[config.mk]
export PLATFORM = sky130hd
export DESIGN_NAME = tmds_lane_gearbox
export DESIGN_NICKNAME = d
export VERILOG_FILES = /design/src/rtl/tmds_pkg.sv /design/src/rtl/tmds_sym_fifo.sv /design/src/rtl/tmds_lane_gearbox.sv
export SDC_FILE = /design/constraint.sdc
export NUM_CORES = 1
export LEC_CHECK = 0
export ABC_AREA = 1
export CAP_MARGIN = 30
export CORE_UTILIZATION = 40
export CTS_BUF_LIST = sky130_fd_sc_hd__clkbuf_4 sky130_fd_sc_hd__clkbuf_8
export DETAILED_ROUTE_END_ITERATION = 7
export PLACE_DENSITY = 0.67
export SYNTH_ARGS = -nofsm -noshare
export SYNTH_HDL_FRONTEND = slang
export SYNTH_HIERARCHICAL = 1
export SYNTH_SLANG_ARGS = --single-unit
[constraint.sdc]
create_clock -name pclkx2 -period 5.4 [get_ports pclkx2]
set_input_delay 0.81 -clock pclkx2 [delete_from_list [all_inputs] [get_ports pclkx2]]
set_output_delay 0.81 -clock pclkx2 [all_outputs]
set_load 0.02 [all_outputs]
[src/rtl/tmds_pkg.sv]
// Shared constants, encodings and PRBS helper for the TMDS lane gearbox.
// Holds the blank token, clock-lane words, test-mode codes and PRBS7 seed.
package tmds_pkg;

    localparam logic [9:0] TMDS_BLANK_TOKEN = 10'b1101010100;
    localparam logic [4:0] CLK_WORD_HI      = 5'b11111;
    localparam logic [4:0] CLK_WORD_LO      = 5'b00000;

    localparam logic [1:0] MODE_NORMAL = 2'd0;
    localparam logic [1:0] MODE_BLANK  = 2'd1;
    localparam logic [1:0] MODE_PRBS   = 2'd2;
    localparam logic [1:0] MODE_FIXED  = 2'd3;

    localparam logic [6:0] PRBS7_SEED = 7'h7F;

    typedef enum logic {
        ST_PRIME,
        ST_RUN
    } gb_state_e;

    // x^7+x^6+1, five steps; returns {next_state, bits} with the
    // first generated bit in bit 0.
    function automatic logic [11:0] prbs7_step5(input logic [6:0] s);
        logic [6:0] st;
        logic [4:0] b;
        logic       nb;
        st = s;
        b  = '0;
        for (int i = 0; i < 5; i++) begin
            nb   = st[6] ^ st[5];
            st   = {st[5:0], nb};
            b[i] = nb;
        end
        return {st, b};
    endfunction

endpackage

[src/rtl/tmds_sym_fifo.sv]
// Shallow symbol FIFO between the pixel source and the gearbox.
// Ports: push/pop/din in; dout (head), full, empty, level out.
module tmds_sym_fifo #(
    parameter int WIDTH = 30,
    parameter int DEPTH = 4
) (
    input  logic                     pclkx2,
    input  logic                     serdes_rst,
    input  logic                     push,
    input  logic                     pop,
    input  logic [WIDTH-1:0]         din,
    output logic [WIDTH-1:0]         dout,
    output logic                     full,
    output logic                     empty,
    output logic [$clog2(DEPTH):0]   level
);

    localparam int AW = $clog2(DEPTH);
    localparam logic [AW:0] FULL_LVL = (AW+1)'(DEPTH);

    logic [WIDTH-1:0] mem [DEPTH];
    logic [AW-1:0]    wr_ptr;
    logic [AW-1:0]    rd_ptr;

    assign dout  = mem[rd_ptr];
    assign full  = (level == FULL_LVL);
    assign empty = (level == '0);

    always_ff @(posedge pclkx2) begin
        if (push) begin
            mem[wr_ptr] <= din;
        end
    end

    // Power-of-two depth lets the pointers wrap by natural overflow.
    always_ff @(posedge pclkx2 or posedge serdes_rst) begin
        if (serdes_rst) begin
            wr_ptr <= '0;
            rd_ptr <= '0;
            level  <= '0;
        end else begin
            if (push) wr_ptr <= wr_ptr + AW'(1);
            if (pop)  rd_ptr <= rd_ptr + AW'(1);
            if (push && !pop)      level <= level + (AW+1)'(1);
            else if (pop && !push) level <= level - (AW+1)'(1);
        end
    end

endmodule

[src/rtl/tmds_lane_gearbox.sv]
// Splits 10-bit TMDS symbols into 5-bit halves for the 5:1 serialisers,
// and generates the clock-lane word. Inputs: sym_wr/sym_in (FIFO push),
// mode/fixed_sym (test modes), clr_flags. Outputs: lane_out,
// clk_lane_out, half_phase, running, sticky underflow/overflow, level.
module tmds_lane_gearbox
    import tmds_pkg::*;
#(
    parameter int NUM_CH      = 3,
    parameter int DEPTH       = 4,
    parameter int START_LEVEL = 2
) (
    input  logic                     pclkx2,
    input  logic                     serdes_rst,
    input  logic                     sym_wr,
    input  logic [NUM_CH*10-1:0]     sym_in,
    input  logic [1:0]               mode,
    input  logic [9:0]               fixed_sym,
    input  logic                     clr_flags,
    output logic [NUM_CH*5-1:0]      lane_out,
    output logic [4:0]               clk_lane_out,
    output logic                     half_phase,
    output logic                     running,
    output logic                     underflow,
    output logic                     overflow,
    output logic [$clog2(DEPTH):0]   level
);

    localparam int LW = $clog2(DEPTH) + 1;
    localparam logic [LW-1:0] START_LW = LW'(START_LEVEL);

    gb_state_e state_q;
    gb_state_e state_d;

    logic                    phase;
    logic                    boundary;
    logic [1:0]              mode_q;
    logic [1:0]              cur_mode;
    logic [NUM_CH*10-1:0]    head;
    logic                    full;
    logic                    empty;
    logic                    push;
    logic                    pop;
    logic                    uf_ev;
    logic                    of_ev;
    logic [NUM_CH*10-1:0]    sym_sel;
    logic [NUM_CH*5-1:0]     sym_lo;
    logic [NUM_CH*5-1:0]     sym_hi;
    logic [NUM_CH*5-1:0]     hold_q;
    logic [NUM_CH-1:0][6:0]  prbs_q;
    logic [NUM_CH-1:0][6:0]  prbs_nxt;
    logic [NUM_CH-1:0][4:0]  prbs_bits;

    assign boundary = ~phase;
    assign running  = (state_q == ST_RUN);
    // mode only takes effect at pixel boundaries; mid-pixel uses the latch.
    assign cur_mode = boundary ? mode : mode_q;

    assign pop   = boundary & running & ~empty;
    assign uf_ev = boundary & running & empty;
    assign push  = sym_wr & (~full | pop);
    assign of_ev = sym_wr & full & ~pop;

    tmds_sym_fifo #(
        .WIDTH (NUM_CH*10),
        .DEPTH (DEPTH)
    ) u_fifo (
        .pclkx2     (pclkx2),
        .serdes_rst (serdes_rst),
        .push       (push),
        .pop        (pop),
        .din        (sym_in),
        .dout       (head),
        .full       (full),
        .empty      (empty),
        .level      (level)
    );

    always_ff @(posedge pclkx2 or posedge serdes_rst) begin
        if (serdes_rst) state_q <= ST_PRIME;
        else            state_q <= state_d;
    end

    // Entering RUN never pops on the same boundary.
    always_comb begin
        state_d = state_q;
        if (state_q == ST_PRIME && boundary && level >= START_LW) begin
            state_d = ST_RUN;
        end
    end

    always_comb begin
        sym_sel = {NUM_CH{TMDS_BLANK_TOKEN}};
        unique case (1'b1)
            (mode == MODE_NORMAL): sym_sel = pop ? head
                                       : {NUM_CH{TMDS_BLANK_TOKEN}};
            (mode == MODE_FIXED):  sym_sel = {NUM_CH{fixed_sym}};
            default:               sym_sel = {NUM_CH{TMDS_BLANK_TOKEN}};
        endcase
    end

    always_comb begin
        sym_lo = '0;
        sym_hi = '0;
        for (int k = 0; k < NUM_CH; k++) begin
            sym_lo[5*k +: 5] = sym_sel[10*k +: 5];
            sym_hi[5*k +: 5] = sym_sel[10*k+5 +: 5];
        end
    end

    always_comb begin
        prbs_nxt  = prbs_q;
        prbs_bits = '0;
        for (int k = 0; k < NUM_CH; k++) begin
            {prbs_nxt[k], prbs_bits[k]} = prbs7_step5(prbs_q[k]);
        end
    end

    always_ff @(posedge pclkx2 or posedge serdes_rst) begin
        if (serdes_rst) begin
            phase        <= 1'b0;
            half_phase   <= 1'b0;
            clk_lane_out <= CLK_WORD_LO;
            lane_out     <= '0;
            hold_q       <= '0;
            mode_q       <= MODE_NORMAL;
            for (int k = 0; k < NUM_CH; k++) begin
                prbs_q[k] <= PRBS7_SEED;
            end
        end else begin
            phase        <= ~phase;
            half_phase   <= phase;
            clk_lane_out <= boundary ? CLK_WORD_HI : CLK_WORD_LO;
            if (boundary) mode_q <= mode;
            // PRBS runs a fresh 5-bit word every cycle, not per pixel.
            if (cur_mode == MODE_PRBS) begin
                lane_out <= prbs_bits;
                prbs_q   <= prbs_nxt;
            end else if (boundary) begin
                lane_out <= sym_lo;
                hold_q   <= sym_hi;
            end else begin
                lane_out <= hold_q;
            end
        end
    end

    // Set events override a simultaneous clear.
    always_ff @(posedge pclkx2 or posedge serdes_rst) begin
        if (serdes_rst) begin
            underflow <= 1'b0;
            overflow  <= 1'b0;
        end else begin
            if (uf_ev)          underflow <= 1'b1;
            else if (clr_flags) underflow <= 1'b0;
            if (of_ev)          overflow  <= 1'b1;
            else if (clr_flags) overflow  <= 1'b0;
        end
    end

endmodule

# After elaboration in Yosys (flattened, before gate mapping)
# Memories as Yosys holds them, arrays and structs flattened.
# Index checks and enable logic that the tools add are counted.
[op_classes] n_addsub=4 n_lt_le_gt_ge=1 eq_ne=3 muxes=13 bitwise_logic=28 n_reduce_logical=12
[ops] operator="30-bit one-hot mux with 2 select lines" n=1
[ops] operator="15-bit 2-to-1 mux" n=2
[ops] operator="30-bit 2-to-1 mux" n=1
[ops] operator="1-bit bitwise XOR" n=15
[ops] operator="1-bit bitwise AND" n=6
[ops] operator="3-bit 2-to-1 mux" n=2
[ops] operator="1-bit NOT" n=6
[ops] operator="2-bit nonzero test" n=3
[ops] operator="1-bit 2-to-1 mux" n=5
[ops] operator="5-bit 2-to-1 mux" n=1
[ops] operator="2-bit by 1-bit adder with 2-bit output, second input constant" n=2
[ops] operator="2-bit == test, second input constant" n=2
[ops] operator="1-bit logical AND" n=4
[ops] operator="3-bit by 1-bit adder with 3-bit output, second input constant" n=1
[ops] operator="3-bit == test, second input constant" n=1
[ops] operator="3-bit by 2-bit >= comparator with 1-bit output, second input constant" n=1
[ops] operator="3-bit zero test" n=1
[ops] operator="3-bit by 1-bit subtractor with 3-bit output, second input constant" n=1
[ops] operator="1-bit zero test" n=2
[ops] operator="2-bit zero test" n=1
[ops] operator="2-bit 2-to-1 mux" n=1
[ops] operator="2-bit AND reduction" n=1
[ops] operator="1-bit OR" n=1
[word_totals] ff_bits=70 mem_bits_rw=120 in_bits=46 output_inout_bits=27 word_cells=77 mem_count=1
[mem_list] memory="u_fifo.mem" words=4 width=30 read_ports=1 rd_clocked_by_memory_dff=0 write_ports=1 line_no="tmds_sym_fifo.sv:21" rtl="logic [WIDTH-1:0] mem [DEPTH];"

# Logic depth before layout (Yosys ltp)
[depth] word_depth=9 depth_mapped=14 ltp_nobuf=13

# Cells and area by module
# The synthesis kept the hierarchy.
[modules_own_cells] module="tmds_sym_fifo" n_inst=1 cells_each=399 area_each_um2=5251.3 seq_area_each_um2=3778.6
[modules_own_cells] module="tmds_lane_gearbox" n_inst=1 cells_each=480 area_each_um2=3304.4 seq_area_each_um2=1477.7

# Worst setup path after synthesis
# OpenSTA, ideal clock, no wires.
[synth_timing] path_kind="register to register" from="reg u_fifo.level[0]" to="mem u_fifo.mem[0][0], enable pin" setup_ns=0.366 t_arrival_ns=2.029 required_time_ns=5.034 path_slack_ns=3.005 path_stages_with_launch=9 path_buffers=2 synth_period_minus_slack_ns=2.395 path_cell_list="dfrtp_1 > nor3_1 > inv_1 > buf_1 > nand2_1 > a21boi_0 > clkbuf_1 > nand2_1 > inv_2"
[synth_via] elab_chain_cells=7 word_cells_on_any_way=9 classes_between="1 x eq/ne; 2 x mux; 5 x bitwise; 1 x reduce/logical"
[synth_lines] item="from (decl)" line_no="tmds_sym_fifo.sv:15" rtl="output logic [$clog2(DEPTH):0] level"
[synth_lines] item="from (signal assigned)" line_no="tmds_sym_fifo.sv:44" rtl="if (push && !pop) level <= level + (AW+1)'(1);"
[synth_lines] item="from (signal assigned)" line_no="tmds_sym_fifo.sv:45" rtl="else if (pop && !push) level <= level - (AW+1)'(1);"
[synth_lines] item="3-bit zero test" line_no="tmds_sym_fifo.sv:27" rtl="assign empty = (level == '0);"
[synth_lines] item="named net empty" line_no="tmds_lane_gearbox.sv:40" rtl="logic empty;"
[synth_lines] item="1-bit NOT" line_no="tmds_lane_gearbox.sv:58" rtl="assign pop = boundary & running & ~empty;"
[synth_lines] item="1-bit bitwise AND" line_no="tmds_lane_gearbox.sv:58"
[synth_lines] item="1-bit OR" line_no="tmds_lane_gearbox.sv:60" rtl="assign push = sym_wr & (~full | pop);"
[synth_lines] item="1-bit bitwise AND" line_no="tmds_lane_gearbox.sv:60"
[synth_lines] item="named net push" line_no="tmds_lane_gearbox.sv:41" rtl="logic push;"
[synth_lines] item="1-bit 2-to-1 mux" line_no="tmds_sym_fifo.sv:30" rtl="if (push) begin"
[synth_lines] item="1-bit 2-to-1 mux (not written as such)" line_no="tmds_sym_fifo.sv:31" rtl="mem[wr_ptr] <= din;"
[synth_lines] item="to (decl)" line_no="tmds_sym_fifo.sv:21"
# The timed path passes the listed nets, and every way through them passes these cells.

# Worst setup path in the final report
[layout_timing] from="reg u_fifo.level[0]" to="reg u_fifo.level[2]"
[layout_via] elab_chain_cells=8 word_cells_on_any_way=16 classes_between="2 x add/sub; 1 x eq/ne; 2 x mux; 5 x bitwise; 6 x reduce/logical"
[layout_lines] item="3-bit zero test (*)" line_no="tmds_sym_fifo.sv:27"
[layout_lines] item="named net empty" line_no="tmds_lane_gearbox.sv:40"
[layout_lines] item="1-bit NOT (*)" line_no="tmds_lane_gearbox.sv:58"
[layout_lines] item="1-bit bitwise AND (*)" line_no="tmds_lane_gearbox.sv:58"
[layout_lines] item="1-bit OR (*)" line_no="tmds_lane_gearbox.sv:60"
[layout_lines] item="1-bit bitwise AND (*)" line_no="tmds_lane_gearbox.sv:60"
[layout_lines] item="named net push" line_no="tmds_lane_gearbox.sv:41"
[layout_lines] item="1-bit zero test" line_no="tmds_sym_fifo.sv:45"
[layout_lines] item="1-bit logical AND" line_no="tmds_sym_fifo.sv:45"
[layout_lines] item="2-bit nonzero test (no source line)"
# Mark *: on every way through the listed nets, which the timed path passes. The rest lies on a longest branch. The select of a mux whose other input is x is not followed.
# A chain may end at the register's enable or synchronous reset.

==> impl_metrics.yaml <==
die:
  dieArea_mm2: 0.02198
  chip_width_um: 148.3
  initial_utilization_pct: 40.70
  ios: 73
  die_h_um: 148.3
  core_area_mm2: 0.02102
  num_rows: 53
routing:
  residual_drc_count: 0
  num_vias: 5644
  finalWirelength_mm: 16.99
  violation_count_after_the_first_detailed_route_iteration: 347
  wl_per_cell_um: 13.99
  post_drt_via_cell_ratio: 4.645
  drt_first_pass_iters: 4
  ant_nets_after_route: 0
timing:
  worst_skew_ns: 0.01449
  achievable-frequency_ghz: 0.3108
  report.final.setup_viol: 0
  slew-limit-headroom_pct: 33.70
  hold_viol: 0
  tightestPinTransition_ns: 0.9908
  maxSlewViolCount: 0
  tns_ns: 0
  final.setup.worst_slack_ns: 2.182
  timing.final.crit_share_pct: 59.59
  grt_setup_unrepaired: "false"
  final.min_clock_period_ns: 3.218
placement:
  io_buffer_count: 72
  routability_congestion: 0.8045
  hpwlAfterDp_mm: 11.64
  pre_cts_slack_ns: 2.164
synth:
  synth_xor_area_share_pct: 0.4095
  ranking_of_synthesized_cells_by_area: "edfxtp_1 (42%), nand2_1 (13%), dfrtp_1 (13%), dfstp_2 (6.4%), inv_1 (6.4%)"
  synthDominantCellAreaShare_pct: 42.12
  synth_cell_count_leaders: "nand2_1 (300), inv_1 (145), edfxtp_1 (120)"
  count_of_unique_library_cells_instantiated_by_yosys: 28
  syn-instance-count: 879
  synth_top_area_cell: "edfxtp_1"
  fraction_of_the_mapped_netlist_area_in_compound_gates_pct: 8.336
  synth_simple_gate_area_share_pct: 18.08
  async_reset_ff_share_pct: 35.14
  yosys_most_used_dff: "edfxtp_1"
  yosysMostFrequentCell: "nand2_1"
  synth.ff_latch_count: 185
  synth_fa_ha_area_share_pct: 1.258
  post_synth_instance_area_mm2: 0.008556
  synth_sequential_area_ratio_pct: 61.44
  largest_family_of_logic_cells_by_synthesized_area: "simple AND/OR/NAND/NOR gates"
  synth_nets: 933
  syn_area_cell_um2: 9.733
  synth_edf_count: 120
  portion_of_netlist_area_occupied_by_mux_cells_pct: 0
  number_of_warnings_issued_by_yosys: 6
global_route:
  first_pass_grt_wire_length_mm: 27.45
  grt_use_total_pct: 16.51
  grt_max_degree: 76
  gr-total-overflow: 0
  grt_antenna_before_repair: 0
  grt_pass1_vias: 5307
cells_and_area:
  design.final.nets: 982
  antenna_cells: 0
  fraction_of_layout_instances_using_a_drive_strength_above_1_pct: 8.511
  flow.area_growth_from_synthesis_pct: 13.53
clock_network:
  number_of_hold_repair_buffers_added_at_the_cts_stage: 0
  tritoncts: "yes"
  postCtsResizedCells: 0
  cts.sink_count: 185
  ctsHtreeMaxLevel: 4
  path_clk_slew_ns: 0.09
  worst_skew_pair.late_latency_ns: 0.47
  cts_inserted_buffers: 17
  clock_tree.buffer_depth: 2
  post_cts.repair.setup_buffers: 0
  clk_tree_root_cell: "clkbuf_8"
worst_setup_path:
  ff2ff_path_depth: 11
  critical_path.reg2reg.startpoint: "u_fifo/level[0]"
  timing.setup.critical_path_class: "reg -> reg"
  setup.worst_path.start: "u_fifo/level[0]"
  r2r-end: "u_fifo/level[2]"
  timing.critical_path.to_type: "flop"
  timing.critical_path.arrival_ns: 3.58
  cp-endpoint: "u_fifo/level[2]"
  cp-start-kind: "flop"
  timing.critical_path.fanout_max: 31
  worst_ep_required_time_ns: 5.76
  rrSetupSlack_ns: 2.18
job:
  maxCapViolations: 0
min_path:
  worst_hold_path_type: "reg -> reg"
power_and_ir_drop:
  pwr_density_cell_mw_per_mm2: 447.3
  ir_worst_vdd_v: 0.0002139
  p_leak_nw: 4.347
status:
  status: "finished clean"
## layout make-up
cell class	instances	area [um^2]
well taps	275	344.1
fillers	1927	11310
clock buffers	17	234.0
multi-input cells	495	2405
inverters	151	566.8
repair buffers	78	765.7
flip-flops and latches	185	5260
clock inverters	14	137.6
## per-stage QoR
step,cell area (um^2),power (mW),hold WS [ns],instances,util [%]
global placement,9341,3.491,0.4634,1184,44.44
CTS,9713,4.385,0.4894,1215,46.21
floorplan,8556,3.134,0.4487,879,-
finish,9713,4.345,0.4855,1215,46.21
global route,9713,4.648,0.5076,1215,46.21
detailed placement,9341,3.521,0.4659,1184,44.44
## cells in the final DEF (no fill, tap or decap), types with 2 or more instances in the layout
cell,n
a21oi_1,9
buf_4,6
clkbuf_8,17
clkdlybuf4s50_1,72
clkinv_4,3
clkinv_8,2
dfrtp_1,43
dfstp_2,21
edfxtp_1,120
ha_1,7
inv_1,144
inv_2,7
inv_6,2
inv_8,4
nand2_1,300
nand2_4,3
nand3_1,50
nand3b_1,6
nor2_1,19
nor3_1,2
o211ai_1,49
o211ai_2,11
o21ai_0,30
xor2_1,3
## kinds of logic (layout without fill, tap and decap cells)
| kind of cell | count (synthesis) | in the layout |
|---|---|---|
| simple gates | 382 | 382 |
| buf+inv | 199 | 260 |
| flops | 185 | 185 |
| compound gates | 101 | 101 |
| fa+ha+maj | 8 | 8 |
| xor+xnor | 4 | 4 |
## worst min-delay path by stage
stage / cells after the start / from / end / slack, ns
floorplan: 2 / hold_q[11] / hold_q[11] / 0.45
global placement: 2 / hold_q[8] / hold_q[8] / 0.46
detailed placement: 2 / hold_q[2] / hold_q[2] / 0.47
CTS: 2 / hold_q[12] / hold_q[12] / 0.49
global route: 2 / hold_q[13] / hold_q[13] / 0.51
finish: 2 / hold_q[12] / hold_q[12] / 0.49
## where the power goes
| group | switching [mW] | total, mW | internal (mW) |
|---|---|---|---|
| Sequential | 0.218 | 2.13 | 1.91 |
| Clock | 0.527 | 0.864 | 0.337 |
| Combinational | 0.873 | 1.35 | 0.475 |
## worst max-delay path, cell delays in order (launching register included)
cell,delay (ns)
dfrtp_1,0.46
nor3_1,0.11
inv_1,0.59
nand2_1,0.19
a21boi_0,0.74
ha_1,0.29
inv_1,0.07
fa_1,0.38
nand2_1,0.11
nand3_1,0.07
nand2_1,0.06
nand2_1,0.04
## flip-flops by register name, summed over array words and instances, names as in the netlist, 2 cells and up
signal         count
prbs_q            15
prbs_nxt           6
u_fifo/mem       120
hold_q            15
mode_q             2
u_fifo/rd_ptr      2
lane_out          15
u_fifo/wr_ptr      2
u_fifo/level       3
## layer usage
metal	wire, um	vias up	GRT usage (%)	share of wire (%)
met2	8016	118	26.43	47
met1	8066	2609	22.60	47
met4	212	0	5.052	1.2
met3	697	15	3.344	4.1
li1	-	2902	-	-
met5	0	-	0	0
Power figures use the tool's default switching activity.
